$ cat config.mk
export PLATFORM = sky130hd
export DESIGN_NAME = lbuf3_sched
export DESIGN_NICKNAME = d
export VERILOG_FILES = /design/src/rtl/lbuf3_sched.sv
export SDC_FILE = /design/constraint.sdc
export NUM_CORES = 1
export LEC_CHECK = 0
export ABC_AREA = 1
export ABC_CLOCK_PERIOD_IN_PS = 1500
export BUFFER_PORTS_ARGS = -buffer_cell sky130_fd_sc_hd__buf_2
export CORE_ASPECT_RATIO = 0.7
export CORE_MARGIN = 2
export CORE_UTILIZATION = 42
export CTS_CLUSTER_DIAMETER = 100
export CTS_CLUSTER_SIZE = 16
export DETAILED_ROUTE_END_ITERATION = 16
export PLACE_DENSITY = 0.62
export SLEW_MARGIN = 0
export SYNTH_ARGS = -nofsm -noshare
export SYNTH_HDL_FRONTEND = slang
export SYNTH_SLANG_ARGS = --single-unit
$ cat constraint.sdc
create_clock -name clk -period 1.5 [get_ports clk]
set_input_delay 0.075 -clock clk [delete_from_list [all_inputs] [get_ports clk]]
set_output_delay 0.075 -clock clk [all_outputs]
set_load 0.005 [all_outputs]
$ cat src/rtl/lbuf3_sched.sv
// lbuf3_sched: bank write/rotation scheduler and border-flag generator for a three-line 3x3 filter buffer.
// Optional synthetic flush line after the last input line: define LBUF3_SCHED_FLUSH_EN.
module lbuf3_sched #(
    parameter int H_ACT     = 1920,
    parameter int V_ACT     = 1080,
    parameter int AW        = 11,
    parameter int FLUSH_GAP = 280
) (
    input  logic          clk,
    input  logic          rst_b,
    input  logic          vvalid,
    input  logic          hvalid,
    output logic [2:0]    wr_en,
    output logic [AW-1:0] wr_addr,
    output logic [1:0]    top_sel,
    output logic [1:0]    mid_sel,
    output logic          rd_valid,
    output logic [AW-1:0] row_cnt,
    output logic          first_row,
    output logic          last_row,
    output logic          first_col,
    output logic          last_col,
    output logic          fsync,
    output logic          len_err,
    output logic          frm_err
);

    localparam logic [AW-1:0] H_FULL = AW'(H_ACT);
    localparam logic [AW-1:0] H_LAST = AW'(H_ACT - 1);
    localparam logic [AW-1:0] V_FULL = AW'(V_ACT);
`ifdef LBUF3_SCHED_FLUSH_EN
    localparam logic [AW-1:0] V_LAST = AW'(V_ACT - 1);
    localparam int            GW     = $clog2(FLUSH_GAP + 1);
    localparam logic [GW-1:0] G_LAST = GW'(FLUSH_GAP - 1);
`endif

    if ((1 << AW) <= H_ACT || (1 << AW) <= V_ACT + 1 || FLUSH_GAP < 1) begin : g_bad_cfg
        $error("lbuf3_sched: AW too narrow for H_ACT/V_ACT, or FLUSH_GAP < 1");
    end

    typedef enum logic [2:0] {
        S_IDLE,
        S_WAIT,
        S_LINE,
        S_END
`ifdef LBUF3_SCHED_FLUSH_EN
        , S_GAP,
        S_FLUSH
`endif
    } state_t;

    state_t        state, state_n;
    logic          vvalid_q, hvalid_q, vvalid_d, hvalid_d;
    logic [AW-1:0] col, col_n, lines, lines_n, px_col, row_n;
    logic [1:0]    wbank, wbank_n;
    logic          fs_act, fs_act_n, len_err_n, frm_err_n;
    logic          px, flush_px, rd, v_rise, h_rise;
`ifdef LBUF3_SCHED_FLUSH_EN
    logic [GW-1:0] gcnt, gcnt_n;
`endif

    function automatic logic [1:0] inc3(input logic [1:0] b);
        return (b == 2'd2) ? 2'd0 : b + 2'd1;
    endfunction

    assign v_rise = vvalid_q && !vvalid_d;
    assign h_rise = hvalid_q && !hvalid_d;

    always_comb begin
        state_n   = state;
        col_n     = col;
        lines_n   = lines;
        wbank_n   = wbank;
        fs_act_n  = fs_act;
        len_err_n = len_err;
        frm_err_n = frm_err;
        px        = 1'b0;
        flush_px  = 1'b0;
        px_col    = col;
`ifdef LBUF3_SCHED_FLUSH_EN
        gcnt_n    = gcnt;
`endif
        case (state)
            S_IDLE: begin
                if (v_rise) begin
                    state_n   = S_WAIT;
                    len_err_n = 1'b0;
                    frm_err_n = 1'b0;
                    lines_n   = '0;
                    wbank_n   = 2'd0;
                    col_n     = '0;
                    fs_act_n  = 1'b0;
                end
            end
            S_WAIT: begin
                if (!vvalid_q) begin
                    state_n = S_END;
                end else if (h_rise) begin
                    // The rising-edge cycle already carries pixel 0.
                    state_n = S_LINE;
                    px      = 1'b1;
                    px_col  = '0;
                    col_n   = AW'(1);
                    if (lines != '0) fs_act_n = 1'b1;
                end
            end
            S_LINE: begin
                if (hvalid_q && vvalid_q) begin
                    if (col < H_FULL) begin
                        px    = 1'b1;
                        col_n = col + 1'b1;
                        if (lines != '0) fs_act_n = 1'b1;
                    end else begin
                        len_err_n = 1'b1;
                    end
                end else begin
                    // A vvalid drop with hvalid still high truncates the line.
                    if (col != H_FULL || hvalid_q) len_err_n = 1'b1;
                    wbank_n = inc3(wbank);
                    if (lines <= V_FULL) lines_n = lines + 1'b1;
`ifndef LBUF3_SCHED_FLUSH_EN
                    if (lines + 1'b1 >= V_FULL) fs_act_n = 1'b0;
`endif
                    state_n = vvalid_q ? S_WAIT : S_END;
                end
            end
            S_END: begin
                if (lines != V_FULL) frm_err_n = 1'b1;
                col_n = '0;
`ifdef LBUF3_SCHED_FLUSH_EN
                gcnt_n = '0;
                if (lines < AW'(2)) begin
                    state_n  = S_IDLE;
                    fs_act_n = 1'b0;
                end else begin
                    state_n = S_GAP;
                end
`else
                state_n  = S_IDLE;
                fs_act_n = 1'b0;
`endif
            end
`ifdef LBUF3_SCHED_FLUSH_EN
            S_GAP: begin
                gcnt_n = gcnt + 1'b1;
                if (gcnt == G_LAST) state_n = S_FLUSH;
            end
            S_FLUSH: begin
                flush_px = 1'b1;
                col_n    = col + 1'b1;
                if (col == H_LAST) begin
                    state_n  = S_IDLE;
                    fs_act_n = 1'b0;
                end
            end
`endif
            default: state_n = S_IDLE;
        endcase

        rd = (px && lines != '0) || flush_px;
`ifdef LBUF3_SCHED_FLUSH_EN
        row_n = flush_px ? V_LAST : lines - 1'b1;
`else
        row_n = lines - 1'b1;
`endif
    end

    always_ff @(posedge clk or negedge rst_b) begin
        if (!rst_b) begin
            // vvalid starts as seen high so a frame already running at reset release is not a fresh rise.
            vvalid_q  <= 1'b1;
            vvalid_d  <= 1'b1;
            hvalid_q  <= 1'b0;
            hvalid_d  <= 1'b0;
            state     <= S_IDLE;
            col       <= '0;
            lines     <= '0;
            wbank     <= 2'd0;
            fs_act    <= 1'b0;
            len_err   <= 1'b0;
            frm_err   <= 1'b0;
`ifdef LBUF3_SCHED_FLUSH_EN
            gcnt      <= '0;
`endif
            wr_en     <= 3'b000;
            wr_addr   <= '0;
            rd_valid  <= 1'b0;
            row_cnt   <= '0;
            first_row <= 1'b0;
            last_row  <= 1'b0;
            first_col <= 1'b0;
            last_col  <= 1'b0;
            fsync     <= 1'b0;
            top_sel   <= 2'd1;
            mid_sel   <= 2'd2;
        end else begin
            vvalid_q  <= vvalid;
            vvalid_d  <= vvalid_q;
            hvalid_q  <= hvalid && vvalid;
            hvalid_d  <= hvalid_q;
            state     <= state_n;
            col       <= col_n;
            lines     <= lines_n;
            wbank     <= wbank_n;
            fs_act    <= fs_act_n;
            len_err   <= len_err_n;
            frm_err   <= frm_err_n;
`ifdef LBUF3_SCHED_FLUSH_EN
            gcnt      <= gcnt_n;
`endif
            wr_en     <= px ? 3'(3'b001 << wbank) : 3'b000;
            wr_addr   <= (px || flush_px) ? px_col : '0;
            rd_valid  <= rd;
            row_cnt   <= rd ? row_n : '0;
            first_row <= rd && (row_n == '0);
            last_row  <= flush_px;
            first_col <= rd && (px_col == '0);
            last_col  <= rd && (px_col == H_LAST);
            fsync     <= fs_act_n || rd;
            top_sel   <= inc3(wbank_n);
            mid_sel   <= inc3(inc3(wbank_n));
        end
    end

endmodule

==> results of run 1 <==
worst register-to-register path: stages (launching register included):
cell	delay [ns]
dfrtp_2	0.42
buf_12	0.14
inv_2	0.09
nand2_2	0.07
nor2_1	0.11
nand4_1	0.19
o2111ai_4	0.20
nand3_4	0.18
buf_6	0.16
o21ai_2	0.10
synth_stat cells, types with 2 or more instances:
cell type	count	area [um^2]
buf_4	5	37.5
nand3_1	29	145
nor3_1	5	25.0
nand2_1	71	267
a21oi_1	12	60.1
nand4_1	11	68.8
inv_2	11	41.3
xor2_1	11	96.3
buf_2	4	20.0
o22ai_1	8	50.1
inv_1	48	180
nor2_2	4	25.0
nand2_4	2	22.5
nand2_2	2	12.5
dfstp_2	3	78.8
nor2_4	2	22.5
o21ai_1	11	55.1
nor3_2	2	20.0
a41oi_1	2	17.5
ha_1	10	125
a31oi_1	2	12.5
nand3b_1	2	15.0
nor2_1	50	188
dfrtp_1	63	1580
nor4_1	3	18.8
o21ai_0	6	30.0
state kept, by name, indices dropped and copies added (netlist names), 2 cells and up:
signal   flops
wbank        2
wr_addr     11
wr_en        3
mid_sel      2
state        2
lines       11
row_cnt     11
col         11
worst paths after layout:
kind | startpoint | to | slack (ns) | cells after the start
min in group clk | vvalid | vvalid_q | 0.40 | 2
worst max-delay path | lines[2] | lines[0] | -0.23 | 9
worst max register to register | lines[2] | lines[0] | -0.23 | 9
max in group asynchronous | rst_b | mid_sel[1] | 0.66 | 3
worst min-delay path | rst_b | lines[1] | 0.25 | 2
worst min register to register | wbank[0] | wr_en[2] | 0.46 | 1
area by class of cell:
class	instances	share of cell area [%]
Sequential cell	66	31.5
Timing Repair inverter	2	0.284
Inverter	60	4.72
Timing Repair Buffer	140	20.2
Clock inverter	6	2.18
Clock buffer	10	4.34
Tap cell	101	2.39
Multi-Input combinational cell	258	34.4
metrics by stage:
stage / hold slack [ns] / setup WS [ns] / utilization, % / instances
final: 0.252 / -0.230 / 68.0 / 643
after global routing: 0.298 / -0.338 / 68.0 / 643
after CTS: 0.264 / -0.169 / 64.4 / 637
after detailed placement: 0.0830 / -0.241 / 55.4 / 605
after global placement: 0.0867 / -0.208 / 55.4 / 605
after floorplan: -0.221 / -0.123 / - / 393
cells in the final DEF (no fill, tap or decap), drive strengths merged, types with 4 or more instances in the layout:
cell / count
buf: 137
nand2: 75
dfrtp: 63
inv: 59
nor2: 56
nand3: 32
o21ai: 18
a21oi: 13
nand4: 11
xor2: 11
clkbuf: 10
ha: 10
o22ai: 8
nor3: 8
clkinvlp: 4
metal layers:
metal,part of all wire (%),vias to the layer above,global-route usage (%)
li1,-,1560,-
met1,48,1557,33.9
met2,43,137,32.0
met3,8.2,10,6.56
met4,0.95,0,5.88
met5,0,-,0
repair_timing:
action	4_1_cts	5_1_grt
cloned	4	0
hold endpoints to repair	17	0
setup endpoints to repair	55	62
setup buffers	10	8
gates resized for setup	54	60
hold buffers	3	0
pin swaps	21	31
cells by family after synthesis:
group | Yosys count | synth area share, %
xor gates and xnor gates | 12 | 3.15
AOI/OAI and AO/OA | 46 | 8.06
other | 1 | 0.112
and+or+nand+nor | 188 | 26.7
adders and majority gates | 10 | 3.75
DFF | 66 | 49.6
buffers and inverters | 70 | 8.66
where the power goes:
part           switching [W]  leakage, nW  internal [W]
logic                0.00225         1.66       0.00181
registers           0.000154        0.885       0.00201
clock network       0.000814        0.163       0.00163
==> flow_summary.ini, run 1 <==
[logic_synthesis]
syn_nets = 407
ys_seq_elements = 66
async_reset_ff_share_pct = 100
seq_area_frac_synth_pct = 49.6
synth_area_um2 = 3340
syn_inst = 393
synth_enable_flop_cells = 0
synth_cell_types = 40
synth_warnings = 0
ys.flop_type = dfrtp_1
syn_area_per_cell_um2 = 8.49

[final_layout]
multiInputGateArea_um2 = 1810
diodes = 0
area_growth_pct = 58.2
nets = 551
fin_area_um2 = 5280
drive_gt1_share_pct = 49.3
register_area_um2 = 1660
fillers = 577

[placement]
placed_area_um2 = 4310
port_buffers = 39
place_congestion = 0.933
hpwl_um = 6420

[setup_path]
crit_type = reg -> reg
crit_family = simple AND/OR/NAND/NOR gates
path_max_fanout = 5
crit_chain = buf_12 > inv_2 > nand2_2 > nor2_1 > nand4_1 > o2111ai_4 > nand3_4 > buf_6 > o21ai_2
end_kind = flip-flop
required_ns = 1.76
crit_slowest_cell = dfrtp_2
cpPeakStageDelay_ns = 0.42
crit_buf_inv = 3
cp.arrival_ns = 1.99
start_kind = flip-flop

[detailed_routing]
route.detailed.drc = 0
vias_per_cell = 5.08
wl_um = 9580
ant_nets = 0
drt_iter0_markers = 290
vias = 3264
drtPass1Iterations = 4
avgRoutedWirePerCell_um = 14.9

[sta]
worst-slew-pin-transition_ns = 0.521
skew_ns = 0.00860
finalCritPeriodShare_pct = 115
rsz0062_at_grt = true
drv_slew = 0
fmax_ghz = 0.578
slew_headroom_pct = 65.3
fin_setup_tns_ns = -7.26
period_minus_slack_ns = 1.73
setup_violations = 59
fin_ws_ns = -0.230
finalHoldViolCount = 0

[floorplan]
dieArea_um2 = 8690
top_level_ports = 41
row_count = 27
core_region_area_um2 = 7770
initial_core_util_pct = 42.9
dieWidth_um = 111
dieHeight_um = 78.6

[min_path]
hp-class = in -> async

[global_routing]
grt_use_total_pct = 22.6
overflow = 0
grt_pass1_wl_um = 15400
antenna_found_initial = 0
grt_max_degree = 28
grt_pass1_vias = 3111

[clock_network]
clock-root-buffer = clkbuf_16
insertion_delay_ns = 0.34
htree_num_levels = 3
cts_max_path_buffers = 2
cts_sinks = 66
tritoncts = yes
cts_buffers = 9
cts.clk_slew.worst_paths_ns = 0.05

[run_status]
status = finished with violations
violations = negative setup slack

[power]
irDropWorstVdd_mv = 1.01
power.total_w = 0.00866
p_leak_nw = 2.70
power_density_nw_per_um2 = 1640

[job]
maxCapViolations = 0
No activity file was read; power rests on OpenSTA's default activity.
==> run 2: changes to the inputs <==
--- a/config.mk
+++ b/config.mk
@@ -5,7 +5,6 @@
 export SDC_FILE = /design/constraint.sdc
 export NUM_CORES = 1
 export LEC_CHECK = 0
-export ABC_AREA = 1
 export ABC_CLOCK_PERIOD_IN_PS = 1500
 export BUFFER_PORTS_ARGS = -buffer_cell sky130_fd_sc_hd__buf_2
 export CORE_ASPECT_RATIO = 0.7
==> run 2 against run 1 <==
  * The run still ends with negative setup slack left
  * Core utilization grew 1.8 points
  * Sequential share of layout area decreased by 1.5 points
  * Register-to-register slack got worse by 0.16 ns
  * Critical path type unchanged
  * Highest routed layer unchanged
==> flow_summary.ini, run 2 <==
[run_status]
status = finished with violations
violations = negative setup slack

[logic_synthesis]
synth_most_common_cell = dfrtp_1
synth_area_um2 = 3430
syn_nets = 371
synth_warnings = 0
synth_enable_flop_cells = 0
synth_cell_types = 63
ys_seq_elements = 66
async_reset_ff_share_pct = 100
synth.area.top_cells = dfrtp_1 46%, nor2_1 3.9%, ha_1 3.6%
syn_inst = 357
synth_top_area_share_pct = 45.9
syn_area_per_cell_um2 = 9.62
ys.flop_type = dfrtp_1
synth_area_leader_cell = dfrtp_1
ys_top_cells_by_count = 63 x dfrtp_1, 36 x nor2_1, 26 x nand2_1
seq_area_frac_synth_pct = 48.2

[final_layout]
area_growth_pct = 60.6
layout_commonest_cell = buf_4
final_cells = 618
drive_gt1_share_pct = 52.8
nets = 526
layout_common_cells = 91 x buf_4, 61 x dfrtp_1, 39 x buf_2
diodes = 0

[global_routing]
overflow = 0
antenna_found_initial = 0
grt_pass1_wl_um = 16500
grt_max_degree = 67
grt_use_total_pct = 23.9
grt_pass1_vias = 3220

[detailed_routing]
wl_um = 10300
drtPass1Iterations = 5
route.detailed.drc = 0
vias = 3396
ant_nets = 0
drt_iter0_markers = 309
avgRoutedWirePerCell_um = 16.7
vias_per_cell = 5.50

[power]
power_density_nw_per_um2 = 1780
power.total_w = 0.00981
p_leak_nw = 2.60
irDropWorstVdd_mv = 0.971

[floorplan]
row_count = 27
dieWidth_um = 112
dieHeight_um = 79.6
core_region_area_um2 = 7910
top_level_ports = 41
dieArea_um2 = 8930
initial_core_util_pct = 43.4

[placement]
hpwl_um = 6530
dpl_worst_slack_ns = -0.396
dp.cells = 569
port_buffers = 39
place_congestion = 0.851

[setup_path]
crit_slowest_cell = or4_4
cp.arrival_ns = 2.15
end_kind = flip-flop
path_max_fanout = 7
crit_type = reg -> reg
start_kind = flip-flop
required_ns = 1.76
cpPeakStageDelay_ns = 0.57
crit_chain = or4_4 > a2bb2oi_4 > buf_6 > nand3_4 > or3_1 > o21ai_1

[clock_network]
htree_num_levels = 3
cts_buffers = 9
cts_sinks = 66
cts.clk_slew.worst_paths_ns = 0.06
tritoncts = yes
clock-root-buffer = clkbuf_16
cts_max_path_buffers = 2
insertion_delay_ns = 0.34

[job]
maxCapViolations = 0

[sta]
fmax_ghz = 0.530
finalHoldViolCount = 0
finalCritPeriodShare_pct = 126
setup_violations = 58
rsz0062_at_grt = true
drv_slew = 0
hold_ws_ns = 0.283
fin_ws_ns = -0.386
period_minus_slack_ns = 1.89
skew_ns = 0.00737

[min_path]
hp-class = in -> async
## run 2: cell types whose count changed in the layout (fill, tap and decap cells not counted), sizes merged, moves of 7 or more
cell,change
o22ai,-8
xor2,-9
buf,+22
a21oi,+10
nand2,-49
nor2,-19
inv,-42
and2,+11
xnor2,+7
o21ai,+11
nand3,-14
## run 2: power breakdown
part	internal (W)	switching, W	total [W]
clock	0.00133	0.000807	0.00214
sequential	0.00203	0.000209	0.00224
combinational	0.00271	0.00272	0.00543
total	0.00607	0.00374	0.00981
## run 2: final cells by class
cell class                      count  area, um^2
Timing Repair Buffer              162        1250
Clock inverter                      6        65.1
Multi-Input combinational cell    257        2110
Fill cell                         562        2390
Tap cell                          101         126
Clock buffer                       10         239
Inverter                           16        67.6
Sequential cell                    66        1660
## run 2: final timing paths
kind,to,startpoint,cells past startpoint,slack [ns]
hold / removal,frm_err,rst_b,3,0.28
setup / recovery,lines[9],lines[6],6,-0.39
hold reg to reg,hvalid_d,hvalid_q,0,0.50
min in group clk,vvalid_q,vvalid,2,0.39
max in group asynchronous,mid_sel[1],rst_b,3,0.88
setup reg to reg,lines[9],lines[6],6,-0.39
## run 2: metal layers
metal | vias to the layer above | GRT usage, % | part of all wire (%)
li1 | 1579 | - | -
met1 | 1669 | 35.1 | 47
met2 | 134 | 34.3 | 44
met3 | 14 | 5.92 | 7.1
met4 | 0 | 8.29 | 1.7
met5 | - | 1.21 | 0
## run 2: per-stage QoR
step / utilization, % / cell area (um^2) / TNS (ns)
5_1_grt: 69.8 / 5510 / -18.06
2_1_floorplan: - / 3630 / -7.91
3_5_place_dp: 57.0 / 4510 / -13.74
3_3_place_gp: 57.0 / 4510 / -12.17
6_report: 69.8 / 5510 / -13.83
4_1_cts: 65.3 / 5160 / -11.41
## run 2: logic make-up (layout without fill, tap and decap cells)
group                      Yosys count  count (layout)  synth area share, %
and+or+nand+nor                    153             154                 24.5
AOI/OAI and AO/OA                   77              77                 14.5
DFF                                 66              66                 48.2
buffers and inverters               35             194                 5.03
adders and majority gates           10              10                 3.64
xor gates and xnor gates            10              10                 2.55
muxes                                5               5                 1.49
other                                1               1                0.109
## run 2: timing repair
item                                    CTS  global route
hold endpoints to repair                 65             0
hold buffers                              3             0
pin swaps                                32            31
resized for setup                        59            55
cloned                                    2             0
endpoints found under the setup margin   58            62
buffers inserted                         14            18
## run 2: worst max-delay path, delay by kind of cell, from the launching register on
family	cells	cell delay [ns]
simple gates	3	1.01
flops	1	0.39
compound gates	2	0.30
buf+inv	1	0.13
==> run 3: changes to the inputs <==
--- a/config.mk
+++ b/config.mk
@@ -14,6 +14,7 @@
 export CTS_CLUSTER_SIZE = 16
 export DETAILED_ROUTE_END_ITERATION = 16
 export PLACE_DENSITY = 0.62
+export SKIP_CTS_REPAIR_TIMING = 1
 export SLEW_MARGIN = 0
 export SYNTH_ARGS = -nofsm -noshare
 export SYNTH_HDL_FRONTEND = slang
==> run 3 against run 2 <==
  * The flow still finishes with violations (negative setup slack)
  * Core utilization fell by 1.0 points
  * Register-to-register slack is essentially flat
  * Critical path depth did not move
  * Clock skew up 0.0021 ns
  * Cell area shrank 1.4%
  * Combinational power decreased by 7.2%
  * Fmax fell by 0.10%
  * Setup slack got worse by 0.0019 ns
  * Highest routed layer unchanged
  * Final cell count shrank 1.5%
  * Sequential share of layout area grew 0.46 points
  * Non-clock buffer count shrank 9
  * Total power down 3.8%
==> flow_summary.ini, run 3 (synthesized netlist as in run 2, its figures left out) <==
[detailed_routing]
vias = 3324
ant_nets = 0
drtPass1Iterations = 5
route.detailed.drc = 0
vias_per_cell = 5.46
avgRoutedWirePerCell_um = 16.6
wl_um = 10100
drt_iter0_markers = 339

[global_routing]
grt_use_met1_pct = 34.0
met2_usage_pct = 30.2
globalRouteMet3Util_pct = 5.39
grt_pass1_vias = 2998
antenna_found_initial = 0
grt_max_degree = 67
grt_use_total_pct = 22.1
grt.busiest_layer = met1
overflow = 0
grt_pass1_wl_um = 15300

[power]
power_density_nw_per_um2 = 1740
power_frac_seq_pct = 23.9
clkPwrFrac_pct = 22.8
irDropWorstVdd_mv = 0.970
p_int_w = 0.00579
p_sw_w = 0.00365
switching_share_pct = 38.7
p_leak_nw = 2.52
comb_power_share_pct = 53.3

[clock_network]
clock-root-buffer = clkbuf_16
cts.clk_slew.worst_paths_ns = 0.06
cts_sinks = 66
insertion_delay_ns = 0.34
cts_buffers = 9
htree_num_levels = 3
tritoncts = yes
cts_max_path_buffers = 2

[run_status]
violations = negative setup slack
status = finished with violations

[setup_path]
start_kind = flip-flop
required_ns = 1.77
cp.arrival_ns = 2.15
crit_buf_inv = 1
cpPeakStageDelay_ns = 0.57
crit_slowest_cell = or4_4
end_kind = flip-flop
crit_family = simple AND/OR/NAND/NOR gates
crit_type = reg -> reg
crit_chain = or4_4 > a2bb2oi_4 > buf_6 > nand3_4 > or3_1 > o21ai_1
path_max_fanout = 7

[final_layout]
area_growth_pct = 58.3
fin_area_um2 = 5440
nets = 517
fillers = 572
diodes = 0
layout_commonest_cell = buf_4
drive_gt1_share_pct = 51.4
layout_common_cells = 91 x buf_4, 60 x dfrtp_1, 39 x buf_2
final_cells = 609

[sta]
fin_ws_ns = -0.388
rsz0062_at_grt = true
drv_slew = 0
fmax_ghz = 0.530
skew_ns = 0.00943
period_minus_slack_ns = 1.89
finalCritPeriodShare_pct = 126
setup_violations = 55
finalHoldViolCount = 0

[floorplan]
top_level_ports = 41
dieWidth_um = 112
core_region_area_um2 = 7910
initial_core_util_pct = 43.4
dieArea_um2 = 8930
row_count = 27
dieHeight_um = 79.6

[job]
maxCapViolations = 0

[placement]
placed_area_um2 = 4510
port_buffers = 39
place_congestion = 0.851
hpwl_um = 6530
dp.cells = 569

[min_path]
hp-class = in -> async
## run 3: worst paths after layout
check | slack, ns | endpoint | depth (start not counted) | from
min in group clk | 0.39 | vvalid_q | 2 | vvalid
worst min-delay path | 0.29 | col[2] | 3 | rst_b
worst max-delay path | -0.39 | lines[9] | 6 | lines[6]
max in group asynchronous | 0.88 | mid_sel[1] | 3 | rst_b
worst max register to register | -0.39 | lines[9] | 6 | lines[6]
worst min register to register | 0.49 | hvalid_d | 0 | hvalid_q
## run 3: metal layers
metal	up-vias	wire, um
met3	17	786
li1	1561	-
met2	126	4200
met1	1620	4940
met5	-	0
met4	0	168
## run 3: per-stage QoR
stage | worst slack (ns) | utilization (%) | hold WS, ns | setup TNS (ns) | power (W)
4_1_cts | -0.417 | 60.9 | -0.238 | -14.80 | 0.00831
3_3_place_gp | -0.378 | 57.0 | 0.115 | -12.17 | 0.00608
6_report | -0.388 | 68.8 | 0.290 | -12.49 | 0.00944
5_1_grt | -0.469 | 68.8 | 0.344 | -16.04 | 0.00996
2_1_floorplan | -0.364 | - | -0.221 | -7.91 | 0.00468
3_5_place_dp | -0.396 | 57.0 | 0.122 | -13.74 | 0.00612
## run 3: power groups by stage
stage	clock network, W	logic, W	registers (W)
CTS	0.00217	0.00391	0.00223
global route	0.00226	0.00541	0.00228
finish	0.00215	0.00504	0.00225
floorplan	0	0.00243	0.00225
global placement	0	0.00383	0.00225
detailed placement	0	0.00387	0.00225
## run 3: worst reg2reg max path, stage by stage, from the launching register on
cell and delay (ns):
dfrtp_1 0.38, or4_4 0.57, a2bb2oi_4 0.21, buf_6 0.12, nand3_4 0.08, or3_1 0.38, o21ai_1 0.07
## run 3: cell type report
cell class	instances	area [um^2]	share of cell area, %
Multi-Input combinational cell	257	2100	38.6
Sequential cell	66	1660	30.5
Timing Repair Buffer	153	1170	21.6
Clock buffer	10	239	4.40
Tap cell	101	126	2.33
Inverter	16	75.1	1.38
Clock inverter	6	65.1	1.20
